<file path="src/rtl/uart_pkg.sv">
// Shared UART definitions: transmitter state encoding, parity modes and frame defaults.
// Kept separate so the receiver can reuse the same constants.
package uart_pkg;

   typedef enum logic [2:0] {
      ST_IDLE,
      ST_ARM,
      ST_START,
      ST_DATA,
      ST_PARITY,
      ST_STOP
   } uart_tx_state_t;

   localparam int PAR_NONE = 0;
   localparam int PAR_EVEN = 1;
   localparam int PAR_ODD  = 2;

   localparam int DEFAULT_DATA_BITS = 8;
   localparam int DEFAULT_STOP_BITS = 1;

   // Payload is zero-extended to 8 bits, so the unused upper bits do not change the XOR.
   function automatic logic parity_bit(input logic [7:0] data, input int parity);
      return (^data) ^ (parity == PAR_ODD);
   endfunction

endpackage

</file>
<file path="src/rtl/uart_tx.sv">
// UART transmitter: frames one word per handshake as start, LSB-first data, optional parity
// and 1-2 stop bits, advancing one bit per baud_tick strobe.
module uart_tx
   import uart_pkg::*;
#(
   parameter int DATA_BITS = DEFAULT_DATA_BITS,
   parameter int PARITY    = PAR_NONE,
   parameter int STOP_BITS = DEFAULT_STOP_BITS
) (
   input  logic                 clk,
   input  logic                 reset_n,
   input  logic                 baud_tick,
   input  logic [DATA_BITS-1:0] tx_data,
   input  logic                 tx_valid,
   output logic                 tx_ready,
   output logic                 tx_busy,
   output logic                 txd
);

   if (DATA_BITS < 5 || DATA_BITS > 8) begin : g_bad_data_bits
      $error("uart_tx: DATA_BITS must be in 5..8");
   end
   if (PARITY != PAR_NONE && PARITY != PAR_EVEN && PARITY != PAR_ODD) begin : g_bad_parity
      $error("uart_tx: PARITY must be 0, 1 or 2");
   end
   if (STOP_BITS != 1 && STOP_BITS != 2) begin : g_bad_stop_bits
      $error("uart_tx: STOP_BITS must be 1 or 2");
   end

   localparam logic [3:0] DATA_LAST = 4'(DATA_BITS);
   localparam logic [3:0] STOP_LAST = 4'(STOP_BITS);

   uart_tx_state_t       state_reg;
   logic [DATA_BITS-1:0] shift_reg;
   logic [3:0]           cnt_reg;
   logic                 parity_reg;

   always_ff @(posedge clk or negedge reset_n) begin
      if (!reset_n) begin
         state_reg  <= ST_IDLE;
         shift_reg  <= '0;
         cnt_reg    <= '0;
         parity_reg <= 1'b0;
         txd        <= 1'b1;
         tx_ready   <= 1'b1;
         tx_busy    <= 1'b0;
      end else begin
         case (state_reg)
            ST_IDLE: begin
               txd      <= 1'b1;
               tx_ready <= 1'b1;
               tx_busy  <= 1'b0;
               // tx_ready is always high here, so tx_valid alone marks acceptance.
               if (tx_valid) begin
                  shift_reg  <= tx_data;
                  parity_reg <= parity_bit(8'(tx_data), PARITY);
                  tx_ready   <= 1'b0;
                  tx_busy    <= 1'b1;
                  state_reg  <= ST_ARM;
               end
            end
            ST_ARM: begin
               // Holding the line at mark until the next tick keeps the start bit on the bit grid.
               if (baud_tick) begin
                  txd       <= 1'b0;
                  state_reg <= ST_START;
               end
            end
            ST_START: begin
               if (baud_tick) begin
                  txd       <= shift_reg[0];
                  shift_reg <= shift_reg >> 1;
                  cnt_reg   <= 4'd1;
                  state_reg <= ST_DATA;
               end
            end
            ST_DATA: begin
               if (baud_tick) begin
                  if (cnt_reg < DATA_LAST) begin
                     txd       <= shift_reg[0];
                     shift_reg <= shift_reg >> 1;
                     cnt_reg   <= cnt_reg + 4'd1;
                  end else if (PARITY != PAR_NONE) begin
                     txd       <= parity_reg;
                     state_reg <= ST_PARITY;
                  end else begin
                     txd       <= 1'b1;
                     cnt_reg   <= 4'd1;
                     state_reg <= ST_STOP;
                  end
               end
            end
            ST_PARITY: begin
               if (baud_tick) begin
                  txd       <= 1'b1;
                  cnt_reg   <= 4'd1;
                  state_reg <= ST_STOP;
               end
            end
            ST_STOP: begin
               if (baud_tick) begin
                  if (cnt_reg < STOP_LAST) begin
                     cnt_reg <= cnt_reg + 4'd1;
                  end else begin
                     cnt_reg   <= 4'd0;
                     tx_ready  <= 1'b1;
                     tx_busy   <= 1'b0;
                     state_reg <= ST_IDLE;
                  end
               end
            end
            default: begin
               txd       <= 1'b1;
               tx_ready  <= 1'b1;
               tx_busy   <= 1'b0;
               state_reg <= ST_IDLE;
            end
         endcase
      end
   end

endmodule

</file>
<file path="config.mk">
export PLATFORM = sky130hd
export DESIGN_NAME = uart_tx
export DESIGN_NICKNAME = d
export VERILOG_FILES = /design/src/rtl/uart_pkg.sv /design/src/rtl/uart_tx.sv
export SDC_FILE = /design/constraint.sdc
export NUM_CORES = 1
export LEC_CHECK = 0
export BUFFER_PORTS_ARGS = -buffer_cell sky130_fd_sc_hd__buf_4
export CORE_MARGIN = 2
export CORE_UTILIZATION = 50
export CTS_CLUSTER_SIZE = 24
export DETAILED_ROUTE_END_ITERATION = 16
export PLACE_DENSITY = 0.73
export SLEW_MARGIN = 25
export SYNTH_ARGS = -nofsm -noshare
export SYNTH_HDL_FRONTEND = slang
export SYNTH_SLANG_ARGS = --single-unit
</file>
<file path="constraint.sdc">
create_clock -name clk -period 1.51 [get_ports clk]
set_input_delay 0.453 -clock clk [delete_from_list [all_inputs] [get_ports clk]]
set_output_delay 0.453 -clock clk [all_outputs]
set_load 0.005 [all_outputs]
</file>
# Word level (Yosys, flattened, before mapping)
# Cells that the tools add are included.
[totals]
regBits = 18
in_bits = 12
out_inout_bits = 3
wordCells = 70
[classes]
addsub = 1
n_lt_le_gt_ge = 2
n_eq_ne = 15
muxes = 34
n_bitwise = 2
n_reduce_logical = 10
[ops]
columns = ["cell", "count"]
rows = [
  ["2-to-1 mux 8 bit", 4],
  ["2-to-1 mux 3 bit", 8],
  ["case mux 8 bit (3 select lines)", 1],
  ["2-to-1 mux 4 bit", 5],
  ["inequality test 2 bit, second input constant", 9],
  ["case mux 3 bit (6 select lines)", 1],
  ["case mux 4 bit (3 select lines)", 1],
  ["2-to-1 mux 1 bit", 11],
  ["AND reduction 5 bit", 2],
  ["AND reduction 8 bit", 1],
  ["equality test 3 x 2 -> 1 bit, second input constant", 2],
  ["equality test 3 bit, second input constant", 2],
  ["case mux 1 bit (3 select lines)", 2],
  ["nonzero test 3 bit", 2],
  ["case mux 1 bit (5 select lines)", 1],
  ["adder 4 x 1 -> 4 bit, second input constant", 1],
  ["< comparator 4 x 1 -> 1 bit, second input constant", 1],
  ["< comparator 4 bit, second input constant", 1],
  ["AND reduction 4 bit", 1],
  ["OR reduction 4 bit", 1],
  ["equality test 3 x 1 -> 1 bit, second input constant", 1],
  ["zero test 3 bit", 1],
  ["AND reduction 3 bit", 1],
  ["inequality test 2 x 1 -> 1 bit, second input constant", 1],
  ["2 further kinds", 3],
]

# Longest topological paths before layout
# Gate-level depths: netlist (run 1).
[logic_depth]
depth_word = 4
mapped_depth = 6
ltp_nobuf = 6

# Worst setup path before layout (run 1)
# OpenSTA, ideal clock, no wires.
[synth_path]
path_kind = "flip-flop to flip-flop"
start = "register cnt_reg[0]"
end = "register cnt_reg[2]"
setup_time_ps = 66
arrival_ps = 1380
required_ps = 1444
setup_slack_ps = 63
path_stages_with_launch = 7
n_path_buf = 0
cell_sequence = "dfrtp_1 -> inv_1 -> ha_1 -> nand3b_1 -> a211oi_2 -> nor4bb_1 -> a221o_1"
[synth_via]
elab_chain_len = 4
elab_cells_between_ends = 8
classes_between = "1 x add/sub; 2 x order compare; 5 x mux"
[synth_lines]
columns = ["element", "line", "source"]
rows = [
  ["start, declared", "uart_tx.sv:35", "logic [3:0] cnt_reg;"],
  ["start signal, assigned", "uart_tx.sv:82", "cnt_reg <= cnt_reg + 4'd1;"],
  ["start signal, assigned", "uart_tx.sv:103", "cnt_reg <= cnt_reg + 4'd1;"],
  ["adder 4 x 1 -> 4 bit, or another cell as far along", "uart_tx.sv:82, uart_tx.sv:103", ""],
  ["2-to-1 mux 4 bit (on tied branches)", "uart_tx.sv:102, uart_tx.sv:79", ""],
  ["2-to-1 mux 4 bit (on tied branches)", "uart_tx.sv:101, uart_tx.sv:78", ""],
  ["case mux 4 bit (3 select lines) (*)", "uart_tx.sv:48", "case (state_reg)"],
]
# Mark *: on every way between the ends. The rest lies on a longest branch, timed or not. The select of a mux whose other input is x is not followed.
# A chain may end at the register's enable or synchronous reset.

# Worst setup path in the final report (run 1)
[layout_path]
start = "register state_reg[0]"
end = "register shift_reg[4]"
[layout_via]
elab_chain_len = 3
elab_cells_between_ends = 10
classes_between = "6 x eq/ne; 1 x mux; 3 x reduce/logical"
[layout_lines]
columns = ["element", "line", "source"]
rows = [
  ["start, declared", "uart_tx.sv:33", "uart_tx_state_t state_reg;"],
  ["start signal, assigned", "uart_tx.sv:40", "state_reg <= ST_IDLE;"],
  ["start signal, assigned", "uart_tx.sv:59", "state_reg <= ST_ARM;"],
  ["start signal, assigned", "uart_tx.sv:66", "state_reg <= ST_START;"],
  ["equality test 3 x 2 -> 1 bit or zero test 3 bit (tied branches)", "uart_tx.sv:48", ""],
  ["inequality test 2 bit (no line) or nonzero test 3 bit (tied branches)", "-", ""],
  ["AND reduction 5 bit (no line)", "-", ""],
  ["end signal, assigned", "uart_tx.sv:55", "shift_reg <= tx_data;"],
  ["end signal, assigned", "uart_tx.sv:72", "shift_reg <= shift_reg >> 1;"],
  ["end signal, assigned", "uart_tx.sv:81", "shift_reg <= shift_reg >> 1;"],
  ["end, declared", "uart_tx.sv:34", "logic [DATA_BITS-1:0] shift_reg;"],
]
# Several ways; a longest one is shown, not always the timed one.

==> reports/metrics.yaml, run 1 <==
power:
  power_density_mw_per_mm2: 1820
  power_switching_mw: 0.908
  switching_share_pct: 34.7
  p_clk_share_pct: 11.6
  seqPwrFrac_pct: 35.1
  ir_drop_mv: 1.07
  power.leakage_nw: 0.672
  power.internal_mw: 1.71
  p_comb_share_pct: 53.3
timing:
  period_needed_ns: 1.48
  drv_slew: 0
  fmax_mhz: 676
  relSlewSlack_pct: 82.7
  setup_ws_ns: 0.0305
  whs_ns: 0.347
  skew_ns: 0.00232
  hold_viol_final: 0
  finalSetupViolCount: 0
  min_period_over_period_pct: 98.0
  worst_slew_pin_slew_ns: 0.259
yosys:
  syn_area_sq_mm: 0.00113
  yosys.area_share.simple_pct: 16.6
  syn_avg_cell_area_sq_um: 10.9
  synth_top_family_by_area: "simple AND/OR/NAND/NOR gates"
  synthAdderAreaFrac_pct: 3.31
  syn_inst: 104
  ys_types: 39
  ys_warn_count: 0
  synth_edf_count: 0
  synth-compound-area-share_pct: 16.0
  synth_nets: 119
  seq_area_frac_synth_pct: 40.0
  synth_mux_area_share_pct: 16.2
  async_flop_share_pct: 100
  synth_xor_xnor_area_share_pct: 0
  synthFlopType: "dfrtp_1"
  synth_seq_cells: 18
global_routing:
  grt_pass1_wl_um: 3620
  grt_use_total_pct: 18.5
  grt_max_degree: 19
  grt_pass1_vias: 833
  antenna_found_initial: 0
  overflow: 0
hold_path:
  hold_path_class: "in -> reg"
cts:
  cts_buffer_depth: 2
  root_buffer: "clkbuf_4"
  numCtsBuffers: 3
  htree_levels: 1
  clock-sinks: 18
  clock_latency_ns: 0.30
  clkTransAtPathRegs_ns: 0.11
  cts_tree: "built"
routing:
  dr.pass1.iters: 4
  postRouteWirelength_um: 2290
  drtIter0Drc: 6
  antenna_left: 0
  wl_per_cell_um: 13.9
  vias_per_cell: 5.26
  vias: 862
  drc: 0
floorplanning:
  start_util_pct: 52.2
  fp-row-count: 17
  dieHeight_um: 51.6
  die_area_sq_mm: 0.00266
  io_pins: 15
  core-area_sq_mm: 0.00217
  die_w_um: 51.6
final_layout:
  area_growth_pct: 26.6
  largest_reg_flops: 8
  layout.nets: 152
  stdcell_count: 164
  fillers: 181
  fin_area_sq_mm: 0.00144
  layout-drive-gt1-share_pct: 52.2
  diodes: 0
placement:
  numPortBuffers: 14
  dp_hpwl_um: 1580
  place_inst: 153
  place_congestion: 0.833
  dp_slack_ns: -0.0104
  placed_cell_area_sq_mm: 0.00131
critical_path:
  cp.arrival_ns: 1.67
  start_kind: "flip-flop"
  cp_max_fo: 8
  worstSetupPathType: "reg -> reg"
  crit_path_end_kind: "flip-flop"
  required_ns: 1.70
status:
  status: "finished, final reports clean"
job:
  drv_cap: 0
-- final timing paths --
kind,slack (ns),cells after the start,to,start
worst max register to register,0.03,5,shift_reg[4]$_DFFE_PN0P_,state_reg[0]$_DFFE_PN0P_
worst min-delay path,0.35,3,shift_reg[7]$_DFFE_PN0P_,tx_data[7]
worst min register to register,0.47,2,tx_ready$_DFFE_PN1P_,tx_ready$_DFFE_PN1P_
worst max-delay path,0.03,5,shift_reg[4]$_DFFE_PN0P_,state_reg[0]$_DFFE_PN0P_
min in group asynchronous,0.55,2,shift_reg[3]$_DFFE_PN0P_,reset_n
max in group asynchronous,0.70,2,tx_ready$_DFFE_PN1P_,reset_n
-- placed cells by master, fill, tap and decap left out, types with 2 or more instances in the layout --
cell      instances
dfstp_2           2
dfrtp_1          12
buf_4            32
nor3_1            2
o21ai_2           2
o21ai_0           6
and3_1            3
clkbuf_4          3
ha_1              2
inv_1             6
mux2_4            7
dfrtp_2           4
and2b_1           2
nand2_1          10
o21ai_1           2
mux2_2            7
a21oi_1           6
nor2_1            2
-- critical path: stages, from the launching register on --
cell     delay (ns)
dfrtp_2        0.49
nand2_4        0.07
a32oi_2        0.29
nor2_4         0.08
buf_12         0.15
mux2_4         0.29
-- Yosys cell counts (2+ instances only) --
library cell / instances / area, sq um
dfrtp_1: 16 / 400
nand2_1: 10 / 37.5
nor2_1: 2 / 7.51
mux2_4: 7 / 105
nor3b_2: 2 / 25.0
o21ai_0: 6 / 30.0
a21oi_1: 6 / 30.0
and3_1: 3 / 18.8
nor3_1: 2 / 10.0
mux2_2: 7 / 78.8
o21ai_1: 3 / 15.0
ha_1: 3 / 37.5
inv_1: 7 / 26.3
dfstp_2: 2 / 52.6
buf_6: 3 / 33.8
and2b_1: 2 / 15.0
-- cell type report --
cell class / instances / area, sq um / area share [%]
multi-input combinational: 73 / 609 / 42.5
sequential: 18 / 458 / 31.9
timing repair buffer: 34 / 270 / 18.8
clock buffer: 4 / 36.3 / 2.53
tap: 28 / 35.0 / 2.44
inverter: 7 / 26.3 / 1.83
-- layer usage --
metal / up-vias / global-route usage, % / wire length [um]
li1: 437 / - / -
met1: 410 / 23.3 / 979
met2: 13 / 31.8 / 1220
met3: 2 / 4.02 / 63
met4: 0 / 5.26 / 20
met5: - / 0 / 0
-- timing repair --
action                                 CTS  global route
buffers inserted                         1             5
hold buffers                             0             1
gates cloned                             0             0
setup endpoints to repair                8            10
gates resized for setup                  2             7
endpoints found under the hold margin    0             2
pin swaps                                1             2
-- per-stage QoR --
step	utilization (%)	power (mW)	TNS [ns]
finish	66.1	2.62	0
detailed placement	60.3	2.13	-0.0431
CTS	63.0	2.50	0
global route	66.1	2.81	-0.0449
floorplan	-	1.75	0
global placement	60.3	2.08	-0.00240
-- power groups by stage --
stage	clock network [mW]	logic [mW]	registers (mW)
finish	0.303	1.40	0.918
global route	0.333	1.53	0.949
CTS	0.312	1.28	0.907
detailed placement	0	1.22	0.906
global placement	0	1.18	0.899
floorplan	0	0.907	0.841
-- cells by family (layout without fill, tap and decap cells) --
| family | after synthesis | after routing |
|---|---|---|
| AND/OR/NAND/NOR | 30 | 30 |
| flip-flops | 18 | 18 |
| multiplexers | 14 | 14 |
| buffers and inverters | 13 | 45 |
| AO/OA/AOI/OAI | 26 | 26 |
| adder cells (fa/ha/maj) | 3 | 3 |
Power figures use the tool's default switching activity.
==> run 2, diff against run 1 <==
--- a/config.mk
+++ b/config.mk
@@ -6,11 +6,13 @@
 export NUM_CORES = 1
 export LEC_CHECK = 0
 export BUFFER_PORTS_ARGS = -buffer_cell sky130_fd_sc_hd__buf_4
+export CELL_PAD_IN_SITES_DETAIL_PLACEMENT = 1
+export CELL_PAD_IN_SITES_GLOBAL_PLACEMENT = 2
 export CORE_MARGIN = 2
-export CORE_UTILIZATION = 50
+export CORE_UTILIZATION = 33
 export CTS_CLUSTER_SIZE = 24
 export DETAILED_ROUTE_END_ITERATION = 16
-export PLACE_DENSITY = 0.73
+export PLACE_DENSITY_LB_ADDON = 0.1
 export SLEW_MARGIN = 25
 export SYNTH_ARGS = -nofsm -noshare
 export SYNTH_HDL_FRONTEND = slang
==> reports/metrics.yaml, run 2 (synthesized netlist as in run 1, its figures left out) <==
status:
  status: "finished, final reports clean"
global_routing:
  grt_use_total_pct: 13.7  # -4.8 points
  grtUsageMet1_pct: 17.0  # -6.4 points
  grt-busiest-layer: "met2"
  grt_pass1_vias: 939  # +13%
  grtUsageMet3_pct: 1.98  # -2.0 points
  overflow: 0  # unchanged
  antenna_found_initial: 0  # unchanged
  use_met2_pct: 24.5  # -7.4 points
  grt_pass1_wl_um: 4310  # +19%
  grt_max_degree: 19  # unchanged
cts:
  clock-sinks: 18  # unchanged
  cts_buffer_depth: 2  # unchanged
  clock_latency_ns: 0.29  # about the same
  htree_levels: 1  # unchanged
  clkTransAtPathRegs_ns: 0.11  # about the same
  cts_tree: "built"
  numCtsBuffers: 3  # unchanged
  root_buffer: "clkbuf_4"
critical_path:
  crit_chain: "nor2_2, a32oi_4, nor2_4, buf_12, mux2_4"
  cp-startpoint: "state_reg[1]$_DFFE_PN0P_"
  crit_family: "flip-flops"
  rr_endpoint: "shift_reg[6]$_DFFE_PN0P_"
  start_kind: "flip-flop"
  cp_slowest_stage_delay_ns: 0.50  # about the same
  cp.arrival_ns: 1.66  # about the same
  reg2reg_slack_ns: 0.04  # about the same
  endpoint: "shift_reg[6]$_DFFE_PN0P_"
  r2r_cells: 5  # unchanged
  slowest_stage: "dfrtp_2"
  cp_num_cells: 5  # unchanged
  crit_path_end_kind: "flip-flop"
  critical_path_buf_inv_count: 1  # unchanged
  rr_startpoint: "state_reg[1]$_DFFE_PN0P_"
  required_ns: 1.70  # about the same
  cp_max_fo: 8  # unchanged
  worstSetupPathType: "reg -> reg"
timing:
  skew_ns: 0.00271  # +0.000389 ns
  drv_slew: 0  # unchanged
  whs_ns: 0.348  # +0.000952 ns
  setup_ws_ns: 0.0403  # +0.00986 ns
  min_period_over_period_pct: 97.3  # -0.65 points
  period_needed_ns: 1.47  # -0.00986 ns
  relSlewSlack_pct: 82.9  # +0.14 points
  finalSetupViolCount: 0  # unchanged
  fin_tns_setup_ns: 0  # unchanged
  fmax_mhz: 680  # +0.67%
  worst_slew_pin_slew_ns: 0.254  # -0.00442 ns
  rsz0062_at_grt: "yes"
  hold_viol_final: 0  # unchanged
routing:
  antenna_left: 0  # unchanged
  drc: 0  # unchanged
  postRouteWirelength_um: 2530  # +10%
  vias_per_cell: 4.99  # -5.1%
  dr.pass1.iters: 3  # -1
  vias: 898  # +4.2%
  wl_per_cell_um: 14.0  # +0.63%
  drtIter0Drc: 29  # +23
job:
  drv_cap: 0  # unchanged
placement:
  dp_slack_ns: -0.000869  # +0.00956 ns
  numPortBuffers: 14  # unchanged
  dp_hpwl_um: 1930  # +22%
  place_inst: 173  # +13%
  place_congestion: 0.744  # -11%
  placed_cell_area_sq_mm: 0.00135  # +2.9%
floorplanning:
  fp-row-count: 21  # +4
  die_area_sq_mm: 0.00392  # +47%
  io_pins: 15  # unchanged
  dieHeight_um: 62.6  # +21%
  die_w_um: 62.6  # +21%
  start_util_pct: 34.2  # -18 points
  core-area_sq_mm: 0.00331  # +53%
power:
  power_density_mw_per_mm2: 1750  # -4.0%
  ir_drop_mv: 0.767  # -28%
  total_power_mw: 2.59  # -1.1%
  power.leakage_nw: 0.672  # about the same
final_layout:
  final_common_cell: "buf_4"
  diodes: 0  # unchanged
  fillers: 382  # +110%
  layout-drive-gt1-share_pct: 52.2  # about the same
  layout.nets: 151  # -0.66%
  stdcell_count: 180  # +9.8%
  final_cell_mix: "30 x buf_4, 12 x dfrtp_1, 10 x nand2_1"
  area_growth_pct: 30.5
  fin_util_pct: 44.7  # -21 points
  largest_reg_flops: 8  # unchanged
  fin_area_sq_mm: 0.00148  # +3.1%
hold_path:
  hold_path_class: "in -> reg"
  min_from: "tx_data[7]"
==> run 2: changes by cell type in the layout (fill, tap and decap cells not counted), sizes merged <==
cell,before,now
buf,33,32
clkbuf,4,3
==> run 2: area by class of cell <==
type / count / area (sq um) / share of cell area, %
clock buffers: 3 / 22.5 / 1.52
repair buffers: 33 / 267 / 18.0
inverters: 7 / 26.3 / 1.78
well taps: 46 / 57.6 / 3.89
flip-flops and latches: 18 / 458 / 31.0
multi-input cells: 73 / 648 / 43.8
==> run 2: worst reg2reg max path: cells and delay by family (launching register included) <==
family / cells / cell delay, ns
AO/OA/AOI/OAI: 1 / 0.08
multiplexers: 1 / 0.30
flip-flops: 1 / 0.50
AND/OR/NAND/NOR: 2 / 0.35
buffers and inverters: 1 / 0.14
==> run 2: worst min-delay path by stage <==
stage | end | slack [ns] | cells past startpoint
floorplan | cnt_reg[0]$_DFFE_PN0P_ | 0.16 | 0
global placement | tx_busy$_DFFE_PN0P_ | 0.34 | 1
detailed placement | shift_reg[7]$_DFFE_PN0P_ | 0.34 | 1
CTS | shift_reg[7]$_DFFE_PN0P_ | 0.01 | 1
global route | shift_reg[7]$_DFFE_PN0P_ | 0.34 | 3
finish | shift_reg[7]$_DFFE_PN0P_ | 0.35 | 3
==> run 2: where the power goes <==
group | switching (mW) | internal, mW | total, mW
clock | 0.154 | 0.0927 | 0.246
sequential | 0.220 | 0.709 | 0.929
combinational | 0.544 | 0.870 | 1.41
total | 0.918 | 1.67 | 2.59
==> run 2: per-layer routing <==
layer	routed length, um	up-vias
li1	-	431
met3	67	2
met5	0	-
met1	1090	455
met4	19	0
met2	1350	10
==> run 2: timing repair <==
item                       CTS  global route
resized for setup            2            13
hold buffers                 0             1
hold endpoints to repair     0             7
setup buffers                1             2
pin swaps                    2             3
setup endpoints to repair    7            11
==> run 3, diff against run 2 <==
==> constraint.sdc (replaced) <==
create_clock -name clk -period 1.51 [get_ports clk]
set_input_delay 0.151 -clock clk [delete_from_list [all_inputs] [get_ports clk]]
set_output_delay 0.151 -clock clk [all_outputs]
set_load 0.005 [all_outputs]
==> reports/metrics.yaml, run 3 (synthesized netlist as in run 1, its figures left out) <==
placement:
  numPortBuffers: 14  # unchanged
  dp_hpwl_um: 1950  # +1.1%
  place_congestion: 0.716  # -3.8%
  placed_cell_area_sq_mm: 0.00134  # -0.56%
status:
  status: "finished, final reports clean"
timing:
  min_period_over_period_pct: 98.2  # +0.83 points
  skew_ns: 0.0145  # +0.0118 ns
  relSlewSlack_pct: 84.1  # +1.2 points
  period_needed_ns: 1.48  # +0.0126 ns
  hold_viol_final: 0  # unchanged
  fmax_mhz: 675  # -0.85%
  finalSetupViolCount: 0  # unchanged
  rsz0062_at_grt: "yes"
  worst_slew_pin_slew_ns: 0.236  # -0.0185 ns
  drv_slew: 0  # unchanged
global_routing:
  grt_max_degree: 19  # unchanged
  antenna_found_initial: 0  # unchanged
  grt_pass1_wl_um: 4500  # +4.3%
  overflow: 0  # unchanged
  grt_pass1_vias: 968  # +3.1%
  grt_use_total_pct: 14.5  # +0.82 points
critical_path:
  cp_max_fo: 8  # unchanged
  cp.arrival_ns: 1.67  # about the same
  crit_chain: "buf_4, nor3b_2, a211oi_2, buf_4, a221o_1"
  cp_slowest_stage_delay_ns: 0.49  # about the same
  start_kind: "flip-flop"
  critPathMostFrequentCell: "buf_4"
  required_ns: 1.70  # about the same
  slowest_stage: "dfrtp_2"
  critical_path_buf_inv_count: 2  # +1
  worstSetupPathType: "reg -> reg"
  crit_path_end_kind: "flip-flop"
  crit_family: "flip-flops"
final_layout:
  layout-drive-gt1-share_pct: 52.2  # unchanged
  area_growth_pct: 28.7
  diodes: 0  # unchanged
  largest_reg_flops: 8  # unchanged
  final_common_cell: "buf_4"
  fin_area_sq_mm: 0.00146  # -1.4%
  fillers: 386  # +1.0%
  final_cell_mix: "30 x buf_4, 12 x dfrtp_1, 10 x nand2_1"
  layout.nets: 151  # unchanged
routing:
  postRouteWirelength_um: 2560  # +1.5%
  drtIter0Drc: 15  # -48%
  dr.pass1.iters: 3  # unchanged
  antenna_left: 0  # unchanged
  drc: 0  # unchanged
  vias: 879  # -2.1%
  vias_per_cell: 4.88  # -2.1%
  wl_per_cell_um: 14.2  # +1.5%
cts:
  root_buffer: "clkbuf_4"
  htree_levels: 1  # unchanged
  numCtsBuffers: 3  # unchanged
  clock-sinks: 18  # unchanged
  clock_latency_ns: 0.29  # about the same
  cts_buffer_depth: 2  # unchanged
  clkTransAtPathRegs_ns: 0.11  # about the same
  cts_tree: "built"
hold_path:
  hold_path_class: "in -> reg"
floorplanning:
  io_pins: 15  # unchanged
  die_w_um: 62.6  # unchanged
  start_util_pct: 34.2  # unchanged
  fp-row-count: 21  # unchanged
  core-area_sq_mm: 0.00331  # unchanged
  die_area_sq_mm: 0.00392  # unchanged
  dieHeight_um: 62.6  # unchanged
power:
  power_density_mw_per_mm2: 1800  # +2.8%
  ir_drop_mv: 0.583  # -24%
  total_power_mw: 2.63  # +1.4%
  power.leakage_nw: 0.671  # about the same
job:
  drv_cap: 0  # unchanged
run 3: cell counts in the layout (fill, tap and decap cells not counted):
Identical to the previous run, type by type.
run 3: report_power, final:
group / internal, mW / total, mW / switching [mW]
Combinational: 0.893 / 1.46 / 0.568
Sequential: 0.708 / 0.923 / 0.214
Clock: 0.0925 / 0.242 / 0.150
Total: 1.69 / 2.63 / 0.932
run 3: worst paths after layout:
check / from / endpoint / slack [ns] / cells after the start
worst max-delay path: state_reg[0]$_DFFE_PN0P_ / cnt_reg[2]$_DFFE_PN0P_ / 0.03 / 5
worst min-delay path: tx_data[7] / shift_reg[7]$_DFFE_PN0P_ / 0.05 / 3
worst max register to register: state_reg[0]$_DFFE_PN0P_ / cnt_reg[2]$_DFFE_PN0P_ / 0.03 / 5
worst min register to register: tx_ready$_DFFE_PN1P_ / tx_ready$_DFFE_PN1P_ / 0.48 / 2
max in group asynchronous: reset_n / txd$_DFFE_PN1P_ / 0.97 / 2
min in group asynchronous: reset_n / shift_reg[5]$_DFFE_PN0P_ / 0.26 / 2
run 3: final cells by class:
cell class / count / area (sq um) / area share (%)
flip-flops and latches: 18 / 458 / 31.4
well taps: 46 / 57.6 / 3.95
inverters: 7 / 26.3 / 1.80
repair buffers: 33 / 267 / 18.3
clock buffers: 3 / 22.5 / 1.54
multi-input cells: 73 / 628 / 43.1
run 3: layer usage:
| layer | vias up | routed length, um | track usage [%] |
|---|---|---|---|
| met5 | - | 0 | 0 |
| met4 | 0 | 21 | 3.33 |
| met3 | 2 | 65 | 2.88 |
| met2 | 8 | 1390 | 27.2 |
| met1 | 439 | 1090 | 16.9 |
| li1 | 430 | - | - |
run 3: per-stage QoR:
| stage | util, % | setup slack [ns] | instances | hold slack, ns | TNS (ns) |
|---|---|---|---|---|---|
| 2_1_floorplan | - | 0.0634 | 104 | -0.145 | 0 |
| 3_3_place_gp | 40.4 | 0.0280 | 172 | 0.0360 | 0 |
| 3_5_place_dp | 40.4 | -0.0799 | 172 | 0.0379 | -0.252 |
| 4_1_cts | 42.3 | 0.0278 | 177 | 0.0512 | 0 |
| 5_1_grt | 44.1 | -0.0364 | 180 | 0.0514 | -0.0651 |
| 6_report | 44.1 | 0.0278 | 180 | 0.0475 | 0 |
run 3: worst reg2reg max path, stage by stage (launching register included):
cell	delay (ns)
dfrtp_2	0.49
buf_4	0.17
nor3b_2	0.22
a211oi_2	0.08
buf_4	0.14
a221o_1	0.28
run 3: what timing repair did:
item                                    4_1_cts  5_1_grt
resized for setup                             3       11
buffers inserted                              1        3
pin swaps                                     3        3
hold buffers                                  1        0
hold endpoints to repair                     18        0
endpoints found under the setup margin        8       13
